## src/rtl/led_keys_ctrl_pkg.sv

```systemverilog
// rtl/led_keys_ctrl_pkg.sv - shared types and constants for the LED key control stage
package led_keys_ctrl_pkg;

  typedef enum logic [1:0] {
    KEY_RELEASED     = 2'd0,
    KEY_PRESS_WAIT   = 2'd1,
    KEY_PRESSED      = 2'd2,
    KEY_RELEASE_WAIT = 2'd3
  } key_state_e;

  localparam int SPEED_W   = 2;
  localparam int KEY_DIR   = 0;
  localparam int KEY_SPEED = 1;

endpackage

```

## src/rtl/led_keys_ctrl_key_debounce.sv

```systemverilog
// rtl/led_keys_ctrl_key_debounce.sv - 2-flop synchronizer plus press/release debounce FSM for one key
module key_debounce
  import led_keys_ctrl_pkg::*;
#(
  parameter int DEBOUNCE_CYCLES = 1000000
) (
  input  logic clk,
  input  logic rst,
  input  logic key_n,
  output logic evt,
  output logic level
);

  localparam int CW = (DEBOUNCE_CYCLES > 1) ? $clog2(DEBOUNCE_CYCLES) : 1;
  localparam logic [CW-1:0] CNT_LAST = CW'(DEBOUNCE_CYCLES - 1);

  logic          sync1, sync2;
  key_state_e    state, state_nx;
  logic [CW-1:0] cnt, cnt_nx;
  logic          evt_nx;

  always_ff @(posedge clk or negedge rst) begin
    if (!rst) begin
      sync1 <= 1'b1;
      sync2 <= 1'b1;
      state <= KEY_RELEASED;
      cnt   <= '0;
      evt   <= 1'b0;
    end else begin
      sync1 <= key_n;
      sync2 <= sync1;
      state <= state_nx;
      cnt   <= cnt_nx;
      evt   <= evt_nx;
    end
  end

  // sync2 is still active-low here: 0 means the key is held down
  always_comb begin
    state_nx = state;
    cnt_nx   = cnt;
    evt_nx   = 1'b0;
    case (state)
      KEY_RELEASED: begin
        if (!sync2) begin
          state_nx = KEY_PRESS_WAIT;
          cnt_nx   = CW'(1);
        end else begin
          cnt_nx = '0;
        end
      end
      KEY_PRESS_WAIT: begin
        if (sync2) begin
          state_nx = KEY_RELEASED;
          cnt_nx   = '0;
        end else if (cnt == CNT_LAST) begin
          state_nx = KEY_PRESSED;
          cnt_nx   = '0;
          evt_nx   = 1'b1;
        end else begin
          cnt_nx = cnt + CW'(1);
        end
      end
      KEY_PRESSED: begin
        if (sync2) begin
          state_nx = KEY_RELEASE_WAIT;
          cnt_nx   = CW'(1);
        end
      end
      KEY_RELEASE_WAIT: begin
        if (!sync2) begin
          state_nx = KEY_PRESSED;
          cnt_nx   = '0;
        end else if (cnt == CNT_LAST) begin
          state_nx = KEY_RELEASED;
          cnt_nx   = '0;
        end else begin
          cnt_nx = cnt + CW'(1);
        end
      end
      default: begin
        state_nx = KEY_RELEASED;
        cnt_nx   = '0;
      end
    endcase
  end

  assign level = (state == KEY_PRESSED) || (state == KEY_RELEASE_WAIT);

endmodule

```

## src/rtl/led_keys_ctrl.sv

```systemverilog
// rtl/led_keys_ctrl.sv - debounced direction/speed keys and selectable-rate step strobe for the LED rotator
module led_keys_ctrl
  import led_keys_ctrl_pkg::*;
#(
  parameter int DEBOUNCE_CYCLES = 1000000,
  parameter int TICK_BASE_LOG2  = 24
) (
  input  logic               clk,
  input  logic               rst,
  input  logic [1:0]         key_n,
  output logic               direction,
  output logic [SPEED_W-1:0] speed,
  output logic               step,
  output logic [1:0]         key_evt
);

  logic [1:0]                key_level;
  logic [TICK_BASE_LOG2-1:0] tick_cnt;
  logic [TICK_BASE_LOG2-1:0] tick_last;
  logic                      dir_upd, speed_upd;

  key_debounce #(.DEBOUNCE_CYCLES(DEBOUNCE_CYCLES)) u_key_dir (
    .clk   (clk),
    .rst   (rst),
    .key_n (key_n[KEY_DIR]),
    .evt   (key_evt[KEY_DIR]),
    .level (key_level[KEY_DIR])
  );

  key_debounce #(.DEBOUNCE_CYCLES(DEBOUNCE_CYCLES)) u_key_speed (
    .clk   (clk),
    .rst   (rst),
    .key_n (key_n[KEY_SPEED]),
    .evt   (key_evt[KEY_SPEED]),
    .level (key_level[KEY_SPEED])
  );

  assign dir_upd   = key_evt[KEY_DIR] && key_level[KEY_DIR];
  assign speed_upd = key_evt[KEY_SPEED] && key_level[KEY_SPEED];

  // 2^(TICK_BASE_LOG2 - speed) - 1 is the all-ones value shifted right by speed
  assign tick_last = {TICK_BASE_LOG2{1'b1}} >> speed;

  always_ff @(posedge clk or negedge rst) begin
    if (!rst) begin
      direction <= 1'b0;
      speed     <= '0;
      step      <= 1'b0;
      tick_cnt  <= '0;
    end else begin
      if (dir_upd) direction <= ~direction;
      if (speed_upd) speed <= speed + SPEED_W'(1);
      // a rate change restarts the period and suppresses any coincident step
      if (speed_upd) begin
        tick_cnt <= '0;
        step     <= 1'b0;
      end else if (tick_cnt == tick_last) begin
        tick_cnt <= '0;
        step     <= 1'b1;
      end else begin
        tick_cnt <= tick_cnt + TICK_BASE_LOG2'(1);
        step     <= 1'b0;
      end
    end
  end

endmodule

```

## config.mk

```make
export PLATFORM = sky130hd
export DESIGN_NAME = led_keys_ctrl
export DESIGN_NICKNAME = d
export VERILOG_FILES = /design/src/rtl/led_keys_ctrl_pkg.sv /design/src/rtl/led_keys_ctrl_key_debounce.sv /design/src/rtl/led_keys_ctrl.sv
export SDC_FILE = /design/constraint.sdc
export NUM_CORES = 1
export LEC_CHECK = 0
export ABC_CLOCK_PERIOD_IN_PS = 5800
export BUFFER_PORTS_ARGS = -buffer_cell sky130_fd_sc_hd__clkbuf_2
export CORE_UTILIZATION = 30
export DETAILED_ROUTE_END_ITERATION = 16
export SLEW_MARGIN = 20
export SYNTH_ARGS = -nofsm -noshare
export SYNTH_HDL_FRONTEND = slang
export SYNTH_SLANG_ARGS = --single-unit
```

## constraint.sdc

```tcl
create_clock -name clk -period 5.8 [get_ports clk]
set_input_delay 0.29 -clock clk [delete_from_list [all_inputs] [get_ports clk]]
set_output_delay 0.29 -clock clk [all_outputs]
set_load 0.02 [all_outputs]
```

### Word-level counts from Yosys, hierarchy flattened

Cells that the tools add are included.

| word-level totals | value |
|---|---|
| register bits | 78 |
| input bits | 4 |
| output and inout port bits | 6 |
| logic and storage cells | 81 |

| cells by class | value |
|---|---|
| add/subtract/negate cells | 4 |
| eq/ne operators | 17 |
| shifts and indexed selects | 1 |
| multiplexer cells | 36 |
| bitwise gates (word level) | 1 |
| reductions and logical operators | 8 |

Operators with widths:

| operator | count |
|---|---|
| 2-to-1 mux 20 bit | 8 |
| case mux 20 bit (4 select lines) | 2 |
| 2-to-1 mux 24 bit | 2 |
| adder 20 x 1 -> 20 bit, second input constant | 2 |
| equality test 20 bit, second input constant | 2 |
| adder 24 x 1 -> 24 bit, second input constant | 1 |
| equality test 24 bit | 1 |
| 2-to-1 mux 2 bit | 12 |
| right shift 24 x 2 -> 24 bit, first input constant | 1 |
| case mux 2 bit (4 select lines) | 2 |
| 2-to-1 mux 1 bit | 10 |
| equality test 2 bit, second input constant | 4 |
| AND reduction 4 bit | 2 |
| inequality test 3 x 1 -> 1 bit, second input constant | 2 |
| inequality test 3 bit, second input constant | 2 |
| equality test 2 x 1 -> 1 bit, second input constant | 2 |
| zero test 2 bit | 2 |
| inequality test 2 x 1 -> 1 bit, second input constant | 2 |
| inequality test 2 bit, second input constant | 2 |
| adder 2 x 1 -> 2 bit, second input constant | 1 |
| logical AND 1 bit | 2 |
| logical OR 1 bit | 2 |
| inverter 1 bit | 1 |

### Depth between registers and ports, before layout

| depth | value |
|---|---|
| depth in word-level cells | 4 |
| gate-level depth with buffers | 8 |
| depth with buffers taken out | 7 |

### Cells and area by module

Synthesis repeated with hierarchy kept, for this count alone.

| second synthesis, totals | value |
|---|---|
| cell total of the unflattened synthesis | 430 |
| area total of the unflattened synthesis | 4,200.3 um^2 |

Modules (own cells, without submodules):

| module | instances | cells an instance | area an instance (um^2) | sequential area each (um^2) |
|---|---|---|---|---|
| key_debounce | 2 | 143 | 1,366.3 | 628.1 |
| led_keys_ctrl | 1 | 144 | 1,467.7 | 700.7 |

### Worst setup path after synthesis

OpenSTA, ideal clock, no wires.

| timing | value |
|---|---|
| path type | register -> register |
| start point | reg u_key_dir.cnt[11] |
| end point | reg u_key_dir.cnt[1] |
| library setup time | 0.121 ns |
| arrival time | 1.699 ns |
| data required time | 5.679 ns |
| setup slack | 3.981 ns |
| stages on the path, launching flop included | 7 |
| buffers on the path | 2 |
| clock period less this slack | 1.819 ns |
| cells stage by stage | dfrtp_1 > or4b_1 > nor3_2 > a31oi_1 > buf_6 > buf_6 > a22o_1 |

| on the way | value |
|---|---|
| cells in the longest elaborated chain, start to end | 4 |
| elaborated cells between the ends (all ways) | 5 |
| those cells by class | eq/ne (1); mux (4) |

RTL lines:

| element | RTL line | text |
|---|---|---|
| from (decl) | led_keys_ctrl_key_debounce.sv:19 | `logic [CW-1:0] cnt, cnt_nx;` |
| from (signal assigned) | led_keys_ctrl_key_debounce.sv:33 | `cnt <= cnt_nx;` |
| equality test 20 bit * | led_keys_ctrl_key_debounce.sv:56, led_keys_ctrl_key_debounce.sv:74 |  |
| 2-to-1 mux 20 bit * | led_keys_ctrl_key_debounce.sv:56, led_keys_ctrl_key_debounce.sv:74 |  |
| 2-to-1 mux 20 bit (on tied branches) | led_keys_ctrl_key_debounce.sv:71, led_keys_ctrl_key_debounce.sv:53 |  |
| case mux 20 bit (4 select lines) * | led_keys_ctrl_key_debounce.sv:43 | `case (state)` |

Mark *: on every way between the ends. The rest lies on a longest branch, timed or not.
A chain may end at the register's enable or synchronous reset.

### Worst setup path in the final report

| timing | value |
|---|---|
| start point | reg u_key_dir.cnt[15] |
| end point | reg u_key_dir.cnt[7] |

The elaborated chain is that of the path after synthesis.

==> summary.txt <==
Outcome
  • Status: complete, no violations

Timing
  • Worst-Margin Slew: 0.846 ns
  • Slew headroom: 43.6%
  • Clk_skew: 0.00942 ns
  • Fin crit period: 2.35 ns
  • Final setup violation count: 0
  • Min setup slack post-route: 3.45 ns
  • Period utilization: 40.6%
  • Unrepaired setup endpoints after global routing: no
  • Hold Fails Final Rpt: 0
  • Slew Viols, Final: 0
  • Max Freq: 0.425 GHz
  • Post-route setup TNS: 0 ns

Synthesis
  • Mapped cell area: 4040 um^2
  • YS warnings: 0
  • Distinct cells, synth: 53
  • Primary FF master, synth: dfrtp_1
  • Sequential-to-total area share from yosys stat: 48.5%
  • Number of flops mapped to enable cells by yosys: 0
  • Asr flop ratio synth: 100%
  • Net Count, Synth: 425
  • Yosys reg bits: 78
  • Avg Inst Size Synth: 9.71 um^2
  • Cells after synthesis: 416

Floorplan
  • Row count: 42
  • Die height: 118 um
  • Initial Util: 30.6%
  • Die area: 13900 um^2
  • Die span in x: 118 um
  • Core area: 13200 um^2
  • IO Pins: 10

Placed design
  • RD Place Congestion: 0.782
  • DP Area: 4200 um^2
  • Setup WS pre-CTS: 3.17 ns
  • DP Wirelength: 5.23 mm
  • PortBufs: 9

Setup path
  • Worst EP arrival: 2.57 ns
  • Critical Path RT: 6.02 ns
  • Path type of the worst setup path: reg2reg
  • CP peak stage delay: 0.56 ns
  • Cell with the largest stage delay on the worst path: nor4_1
  • Crit path buf inv count: 0
  • Crit-path leading delay family: simple AND/OR/NAND/NOR gates
  • Setup crit end kind: flip-flop
  • Worst setup SP type: flip-flop
  • Largest fanout on the critical path: 30
  • Cell chain of the critical path: nand4bb_1 > nor4_1 > a31oi_4 > and3_1 > a221o_1

Layout
  • Layout cell share with drive strength beyond 1: 9.65%
  • Fillers: 1345
  • Most frequent cells in the layout: dfrtp_1 (74), nor2_1 (45), nand2_1 (35)
  • Final Core Density: 34.2%
  • Layout Nets: 429
  • Antenna Cells: 0
  • Most common cell after layout, fill and taps aside: dfrtp_1
  • Fin area: 4520 um^2
  • Syn-to-layout area delta: 11.8%

Global route
  • Vias in the first global route: 2966
  • Total track usage: 12.1%
  • Initial antenna violation count: 0
  • GRT overflow: 0
  • Pin count of the biggest net entering global routing: 79
  • First-pass GRT wire length: 13.7 mm

CTS
  • Clk sinks: 78
  • CTS max path bufs: 2
  • Clock root cell: clkbuf_16
  • H-tree depth: 3
  • Reg clk slew, reported paths: 0.06 ns
  • Hold Buf Count CTS: 0
  • CTS tree: done
  • CTS Buf Count: 9
  • # resized after CTS: 0
  • Clk_lat worst skew: 0.34 ns
  • Post-CTS Setup Bufs: 0

Route
  • Routed wire length: 7.75 mm
  • Drt via density: 5.01
  • DRT Pass-1 Iters: 4
  • Number of nets with antenna violations after routing: 0
  • WL/cell: 12.9 um
  • 1st-iter DRT viols: 236
  • DRC Markers: 0
  • Vias: 3012

Worst hold path
  • Min-Delay Path Class: in2reg

Power
  • Pwr Density: 250 nW/um^2
  • Maximum vdd drop: 163 uV
  • LEAKAGE: 1.84 nW

Run
  • Max-cap violations: 0
registers in the layout, summed over array words and instances, names as in the netlist, 2 cells and up, named ones only:
name,flops
speed,2
u_key_dir.cnt,20
tick_cnt,24
u_key_speed.cnt,20
area by class of cell:
type	instances	area [um^2]	share of cell area, %
inverter	9	33.8	0.748
clock inverter	7	57.6	1.27
tap	176	220	4.88
sequential	78	1960	43.3
clock buffer	9	225	4.99
timing repair buffer	12	85.1	1.88
multi-input combinational	310	1940	42.9
metrics by stage:
| stage | power, mW | hold slack [ns] | std cells |
|---|---|---|---|
| global placement | 0.605 | 0.345 | 583 |
| floorplan | 0.591 | -0.00559 | 416 |
| CTS | 1.14 | 0.0193 | 599 |
| detailed placement | 0.606 | 0.347 | 583 |
| global route | 1.17 | 0.0173 | 601 |
| finish | 1.13 | 0.0312 | 601 |
cells in the mapped netlist, drive strengths merged, types with 2 or more instances:
cell type / count / area, um^2
inv: 9 / 33.8
nand3: 25 / 125
o22ai: 2 / 12.5
xor2: 25 / 219
nand2b: 4 / 25.0
nor4b: 2 / 17.5
and4: 4 / 35.0
and2: 4 / 25.0
nand2: 35 / 131
and3: 11 / 68.8
clkbuf: 5 / 18.8
nand4b: 2 / 17.5
or3: 4 / 25.0
a31oi: 14 / 87.6
or4b: 2 / 20.0
xnor2: 17 / 149
nand4: 19 / 119
dfrtp: 74 / 1850
nor4: 9 / 92.6
a22oi: 2 / 15.0
o21ai: 15 / 75.1
a41oi: 3 / 26.3
nor3: 12 / 65.1
a21oi: 22 / 110
o211ai: 2 / 15.0
nor2: 46 / 175
ha: 5 / 62.6
nor3b: 3 / 27.5
a21o: 3 / 22.5
nand3b: 2 / 15.0
a22o: 3 / 26.3
nand4bb: 2 / 22.5
dfstp: 4 / 105
buf: 14 / 106
path summary, 6_finish.rpt:
check                      cells after the start  slack, ns                          start                            to
setup / recovery                               5       3.45  u_key_dir.cnt[15]$_DFFE_PN0N_  u_key_dir.cnt[7]$_DFFE_PN0N_
hold reg to reg                                0       0.35      u_key_dir.sync1$_DFF_PN1_     u_key_dir.sync2$_DFF_PN1_
min in group asynchronous                      2       0.43                            rst         tick_cnt[4]$_DFF_PN0_
max in group asynchronous                      3       4.72                            rst   u_key_speed.sync2$_DFF_PN1_
setup reg to reg                               5       3.45  u_key_dir.cnt[15]$_DFFE_PN0N_  u_key_dir.cnt[7]$_DFFE_PN0N_
hold / removal                                 1       0.03                       key_n[0]     u_key_dir.sync1$_DFF_PN1_
metal layers:
metal / vias to the layer above / global-route usage, % / wire (um)
li1: 1505 / - / -
met1: 1462 / 15.6 / 3780
met2: 37 / 19.1 / 3630
met3: 8 / 3.68 / 230
met4: 0 / 4.65 / 104
met5: - / 0 / 0
power breakdown:
group	switching (mW)	internal, mW	leakage [nW]
combinational	0.0226	0.0111	0.651
clock	0.236	0.295	0.134
sequential	0.0114	0.552	1.05
total	0.270	0.858	1.84
cells by family (layout without fill, tap and decap cells):
kind of cell,count (synthesis),count (layout),synth area share (%)
adders and majority gates,5,5,1.55
buffers and inverters,28,37,3.93
xor gates and xnor gates,42,42,9.11
muxes,2,2,0.527
DFF,78,78,48.5
and+or+nand+nor,191,191,25.9
AOI/OAI and AO/OA,70,70,10.5
Power figures use the tool's default switching activity.
